File: src/rtl/fifo_umbral_main_if.sv
// Handshake and status bundle between the bench driver, fifo_umbral_main and the VC demux stage.
// master drives push/pop/data/thresholds; slave is the FIFO itself.
interface fifo_umbral_main_if #(
  parameter int BITNUMBER = 8,
  parameter int LENGTH    = 4
);
  logic                 push;
  logic [BITNUMBER-1:0] data_in;
  logic                 pop;
  logic [LENGTH-1:0]    Umbral_alto;
  logic [LENGTH-1:0]    Umbral_bajo;
  logic [BITNUMBER-1:0] data_out;
  logic                 valid_out;
  logic                 pause;
  logic                 almost_empty;
  logic                 can_pop;
  logic                 full;
  logic                 empty;
  logic                 error;

  modport master (
    output push, data_in, pop, Umbral_alto, Umbral_bajo,
    input  data_out, valid_out, pause, almost_empty, can_pop, full, empty, error
  );

  modport slave (
    input  push, data_in, pop, Umbral_alto, Umbral_bajo,
    output data_out, valid_out, pause, almost_empty, can_pop, full, empty, error
  );
endinterface

File: src/rtl/fifo_umbral_main.sv
// Main input FIFO of the transaction layer with programmable pause / almost-empty thresholds.
// Optional macro UMBRAL_LATCH_EN: thresholds are captured during reset and held afterwards.
module fifo_umbral_main #(
  parameter int BITNUMBER  = 8,
  parameter int ADDR_WIDTH = 3,
  parameter int LENGTH     = ADDR_WIDTH + 1
) (
  input  logic               clk,
  input  logic               reset,
  fifo_umbral_main_if.slave  bus
);

  localparam int DEPTH = 2 ** ADDR_WIDTH;

  logic [BITNUMBER-1:0]  mem [DEPTH];
  logic [ADDR_WIDTH-1:0] wr_ptr;
  logic [ADDR_WIDTH-1:0] rd_ptr;
  logic [LENGTH-1:0]     count;
  logic [LENGTH-1:0]     count_nxt;
  logic [BITNUMBER-1:0]  data_out_q;
  logic                  valid_out_q;
  logic                  error_q;
  logic                  full_w;
  logic                  empty_w;
  logic                  wr_en;
  logic                  rd_en;
  logic [LENGTH-1:0]     alto_eff;
  logic [LENGTH-1:0]     bajo_eff;
  logic [LENGTH:0]       pause_lim;

`ifdef UMBRAL_LATCH_EN
  logic [LENGTH-1:0] alto_q;
  logic [LENGTH-1:0] bajo_q;

  always_ff @(posedge clk) begin
    if (reset) begin
      alto_q <= bus.Umbral_alto;
      bajo_q <= bus.Umbral_bajo;
    end
  end

  assign alto_eff = alto_q;
  assign bajo_eff = bajo_q;
`else
  assign alto_eff = bus.Umbral_alto;
  assign bajo_eff = bus.Umbral_bajo;
`endif

  assign full_w  = (count == LENGTH'(DEPTH));
  assign empty_w = (count == '0);

  // A pop on a full FIFO frees the slot the simultaneous push lands in.
  assign wr_en = bus.push && (!full_w || bus.pop);
  assign rd_en = bus.pop && !empty_w;

  // NOTE: combinational blocks assign a default first so no path leaves count_nxt unassigned (no latch).
  always_comb begin
    count_nxt = count;
    unique case ({wr_en, rd_en})
      2'b10:   count_nxt = count + LENGTH'(1);
      2'b01:   count_nxt = count - LENGTH'(1);
      default: count_nxt = count;
    endcase
  end

  // NOTE: state registers use non-blocking assignments so every flop samples pre-edge values.
  always_ff @(posedge clk) begin
    if (reset) begin
      wr_ptr      <= '0;
      rd_ptr      <= '0;
      count       <= '0;
      data_out_q  <= '0;
      valid_out_q <= 1'b0;
      error_q     <= 1'b0;
    end else begin
      count       <= count_nxt;
      valid_out_q <= rd_en;
      if (wr_en) wr_ptr <= wr_ptr + ADDR_WIDTH'(1);
      if (rd_en) begin
        rd_ptr     <= rd_ptr + ADDR_WIDTH'(1);
        data_out_q <= mem[rd_ptr];
      end
      if ((bus.push && full_w && !bus.pop) || (bus.pop && empty_w))
        error_q <= 1'b1;
    end
  end

  // NOTE: the storage array has no reset; pointers and count alone define which entries are live.
  always_ff @(posedge clk) begin
    if (!reset && wr_en)
      mem[wr_ptr] <= bus.data_in;
  end

  // Limit may go negative (MSB set) when the threshold reaches DEPTH: pause is then permanent.
  assign pause_lim = (LENGTH + 1)'(DEPTH) - {1'b0, alto_eff};

  assign bus.pause        = !reset && (pause_lim[LENGTH] || ({1'b0, count} >= pause_lim));
  assign bus.almost_empty = (count <= bajo_eff);
  assign bus.can_pop      = !empty_w;
  assign bus.full         = full_w;
  assign bus.empty        = empty_w;
  assign bus.data_out     = data_out_q;
  assign bus.valid_out    = valid_out_q;
  assign bus.error        = error_q;

endmodule
File: src/flat_wrapper.sv
// flat-port wrapper written by rule: the top's interface ports become plain ports
module fifo_umbral_main_flat 
#(
  parameter int BITNUMBER  = 8,
  parameter int ADDR_WIDTH = 3,
  parameter int LENGTH     = ADDR_WIDTH + 1
)
  (clk, reset, bus_push, bus_data_in, bus_pop, bus_Umbral_alto, bus_Umbral_bajo, bus_data_out, bus_valid_out, bus_pause, bus_almost_empty, bus_can_pop, bus_full, bus_empty, bus_error);
  fifo_umbral_main_if #(.BITNUMBER(BITNUMBER), .LENGTH(LENGTH)) bus_i ();
  input  logic clk;
  input  logic reset;
  input wire logic [$bits(bus_i.push)-1:0] bus_push;
  input wire logic [$bits(bus_i.data_in)-1:0] bus_data_in;
  input wire logic [$bits(bus_i.pop)-1:0] bus_pop;
  input wire logic [$bits(bus_i.Umbral_alto)-1:0] bus_Umbral_alto;
  input wire logic [$bits(bus_i.Umbral_bajo)-1:0] bus_Umbral_bajo;
  output wire logic [$bits(bus_i.data_out)-1:0] bus_data_out;
  output wire logic [$bits(bus_i.valid_out)-1:0] bus_valid_out;
  output wire logic [$bits(bus_i.pause)-1:0] bus_pause;
  output wire logic [$bits(bus_i.almost_empty)-1:0] bus_almost_empty;
  output wire logic [$bits(bus_i.can_pop)-1:0] bus_can_pop;
  output wire logic [$bits(bus_i.full)-1:0] bus_full;
  output wire logic [$bits(bus_i.empty)-1:0] bus_empty;
  output wire logic [$bits(bus_i.error)-1:0] bus_error;
  assign bus_i.push = bus_push;
  assign bus_i.data_in = bus_data_in;
  assign bus_i.pop = bus_pop;
  assign bus_i.Umbral_alto = bus_Umbral_alto;
  assign bus_i.Umbral_bajo = bus_Umbral_bajo;
  assign bus_data_out = bus_i.data_out;
  assign bus_valid_out = bus_i.valid_out;
  assign bus_pause = bus_i.pause;
  assign bus_almost_empty = bus_i.almost_empty;
  assign bus_can_pop = bus_i.can_pop;
  assign bus_full = bus_i.full;
  assign bus_empty = bus_i.empty;
  assign bus_error = bus_i.error;
  fifo_umbral_main #(.BITNUMBER(BITNUMBER), .ADDR_WIDTH(ADDR_WIDTH), .LENGTH(LENGTH)) u_core (.clk(clk), .reset(reset), .bus(bus_i));
endmodule
File: config.mk
export PLATFORM = sky130hd
export DESIGN_NAME = fifo_umbral_main_flat
export DESIGN_NICKNAME = d
export VERILOG_FILES = /design/src/rtl/fifo_umbral_main_if.sv /design/src/rtl/fifo_umbral_main.sv /design/src/flat_wrapper.sv
export SDC_FILE = /design/constraint.sdc
export NUM_CORES = 1
export LEC_CHECK = 0
export CAP_MARGIN = 20
export CORE_MARGIN = 2
export CORE_UTILIZATION = 47
export CTS_CLUSTER_SIZE = 40
export DETAILED_ROUTE_END_ITERATION = 10
export HOLD_SLACK_MARGIN = 0.1
export PLACE_DENSITY = 0.67
export SYNTH_ARGS = -nofsm -noshare
export SYNTH_HDL_FRONTEND = slang
export SYNTH_SLANG_ARGS = --single-unit
File: constraint.sdc
create_clock -name clk -period 4.8 [get_ports clk]
set_clock_uncertainty 0.1 [all_clocks]
set_input_delay 0.96 -clock clk [delete_from_list [all_inputs] [get_ports clk]]
set_output_delay 0.96 -clock clk [all_outputs]
set_load 0.01 [all_outputs]
==> results.yml <==
setup_path:
  reg2reg_to: "u_core.count[3]"
  slowest_delay_ps: 570
  crit_path_end_kind: "primary output"
  crit_arrival_ps: 3090
  required_ps: 3740
  setup.worst_path.start_class: "primary input"
  worst-path-buf-inv: 4
  cp_max_fo: 3
  cp_top_family: "buffers and inverters"
  cp_slowest_cell: "clkdlybuf4s50_1"
  crit_type: "in -> out"
  rrSetupSlack_ps: 2100
  worstPathCellList: "clkdlybuf4s50_1 -> inv_1 -> ha_1 -> inv_1 -> ha_1 -> a21boi_0 -> o21ai_0 -> a211oi_1 -> clkdlybuf4s50_1"
  r2r_cells: 7
  cp-startpoint: "bus_Umbral_alto[0]"
  regToRegStartpoint: "u_core.count[3]"
layout:
  num_antenna_cells: 0
  fin_cells: 384
  n_fill_cell: 604
  final_common_cell: "edfxtp_1"
  final_cell_mix: "64 x edfxtp_1, 34 x clkdlybuf4s50_1, 25 x nor2_1"
  fin_area_um2: 4340
  fin_nets: 312
  drive_gt1_share_pct: 22.3
  syn2layout_area_growth_pct: 18.3
global_route:
  grt_use_total_pct: 15.9
  grt-busiest-layer: "met2"
  use_met1_pct: 20.1
  overflow: 0
  grt_pass1_vias: 1975
  grt_util_met2_pct: 26.3
  met3_usage_pct: 3.17
  grt_pass1_wl_mm: 10.0
  antenna_found_initial: 0
  grt_max_degree: 19
synth:
  yosys_warnings: 0
  ys_seq_area_share_pct: 63.2
  async_flop_share_pct: 0
  synth_edf_count: 64
  syn_avg_cell_area_um2: 15.7
  syn_nets: 269
  synthCells: 234
  syn_area_um2: 3670
  synthDistinctLibCells: 44
  synthFlopType: "edfxtp_1"
  synth_seq_cells: 84
sta:
  setup_viol: 0
  fmax_ghz: 0.241
  hold_viol: 0
  holdWs_ps: 396
  rsz0062_at_grt: "no"
  relSlewSlack_pct: 39.7
  fin_crit_sh_pct: 86.5
  slew_violations: 0
  layout_min_cycle_time_ps: 4150
  tns_ps: 0
  tightest_slew_ps: 903
clock_network:
  cts_tree: "yes"
  htreeDepth: 3
  cts_inserted_buffers: 9
  root_buffer: "clkbuf_8"
  cts_hold_buf: 0
  clockBufferDepth: 2
  worstSkewPairLatency_ps: 350
  cts_num_sinks: 84
  postCtsSetupRepairBufs: 0
  path_clk_slew_ps: 90
  ctsResizeCount: 0
pwr:
  p_leak_nw: 1.50
  vdd_ir_drop_max_mv: 0.215
  p_per_area_nw_per_um2: 478
die:
  start_util_pct: 48.0
  die_w_um: 92.4
  row_count: 32
  coreArea_um2: 7650
  floorplan.die.height_um: 92.4
  die_area_um2: 8540
  io_pins: 35
routing:
  first_pass_iters: 4
  drtAntennaViolNets: 0
  drc_errors: 0
  wl_per_cell_um: 16.3
  wl_mm: 6.26
  drt_iter0_markers: 111
  num_vias: 2004
  via_per_inst: 5.22
worst_hold_path:
  holdPathStages: 2
  hold_end: "u_core.bus.error"
  worstHoldPathType: "reg -> reg"
  hp-start: "u_core.bus.error"
run:
  maxCapViolations: 0
placement:
  gp_congestion: 0.714
  dpl_cell_area_um2: 4130
  hpwl_mm: 4.14
  dp_cells: 367
  portBuffers: 34
run_status:
  status: "finished, final reports clean"
-- cell families after synthesis --
kind of cell	synth area share, %
AO/OA/AOI/OAI	6.61
XOR/XNOR	1.91
adder cells (fa/ha/maj)	5.32
buffers and inverters	3.20
flip-flops	63.2
multiplexers	10.4
AND/OR/NAND/NOR	9.37
-- layout make-up --
type                    instances  area, µm²  area share, %
well taps                     102        128           2.94
clock inverters                 7       81.3           1.87
clock buffers                   9        124           2.85
flip-flops and latches         84       2320           53.5
multi-input cells             127       1240           28.5
inverters                      13       48.8           1.12
repair buffers                 42        400           9.22
-- layer usage --
| metal | vias up | part of all wire [%] |
|---|---|---|
| li1 | 975 | - |
| met1 | 968 | 44 |
| met2 | 49 | 50 |
| met3 | 12 | 3.8 |
| met4 | 0 | 2.2 |
| met5 | - | 0 |
-- synth_stat cells, drive strengths merged (2+ instances only) --
library cell  number  share of area (%)
a211oi             3               0.61
a21oi              6               0.82
buf                6                1.4
clkbuf             4               0.44
dfxtp             20                 11
edfxtp            64                 52
ha                14                4.8
inv               13                1.3
mux2i              2               0.55
mux4              16                9.8
nand2              4               0.61
nand2b             4               0.89
nand3b             2               0.41
nor2              25                2.6
nor3              14                3.0
o21a               2               0.41
o21ai              4               0.85
o22ai              8                2.7
xnor2              3               0.72
xor2               5                1.2
-- per-stage QoR --
stage	setup slack (ps)	util (%)	total power [mW]
2_1_floorplan	1650	-	1.39
4_1_cts	633	56.7	2.10
5_1_grt	487	56.8	2.20
3_5_place_dp	631	54.0	1.59
3_3_place_gp	633	54.0	1.58
6_report	649	56.8	2.08
-- worst reg2reg max path, stage by stage (launching register included) --
cell and delay (ps):
dfxtp_1 420, o41a_4 640, ha_1 280, ha_1 330, a21oi_1 180, a21oi_1 100, or4_1 460, a21oi_1 140
-- flip-flops by register name, summed over array words and instances, names as in the netlist --
| register | count |
|---|---|
| u_core.mem | 64 |
| u_core.bus.data_out | 8 |
| u_core.bus.valid_out | 1 |
| u_core.wr_ptr | 3 |
| u_core.bus.error | 1 |
| u_core.rd_ptr | 3 |
| u_core.count | 4 |
-- report_power, final --
group	switching, mW	internal [mW]	leakage, nW
Sequential	0.0677	0.846	0.742
Clock	0.268	0.250	0.107
Combinational	0.310	0.337	0.647
Total	0.646	1.43	1.50
-- how the worst max path moves through the flow --
stage | cells past startpoint | end
finish | 9 | bus_pause
global route | 9 | bus_pause
CTS | 9 | bus_pause
detailed placement | 9 | bus_pause
global placement | 9 | bus_pause
floorplan | 7 | bus_pause
(Power assumes the default switching activity.)
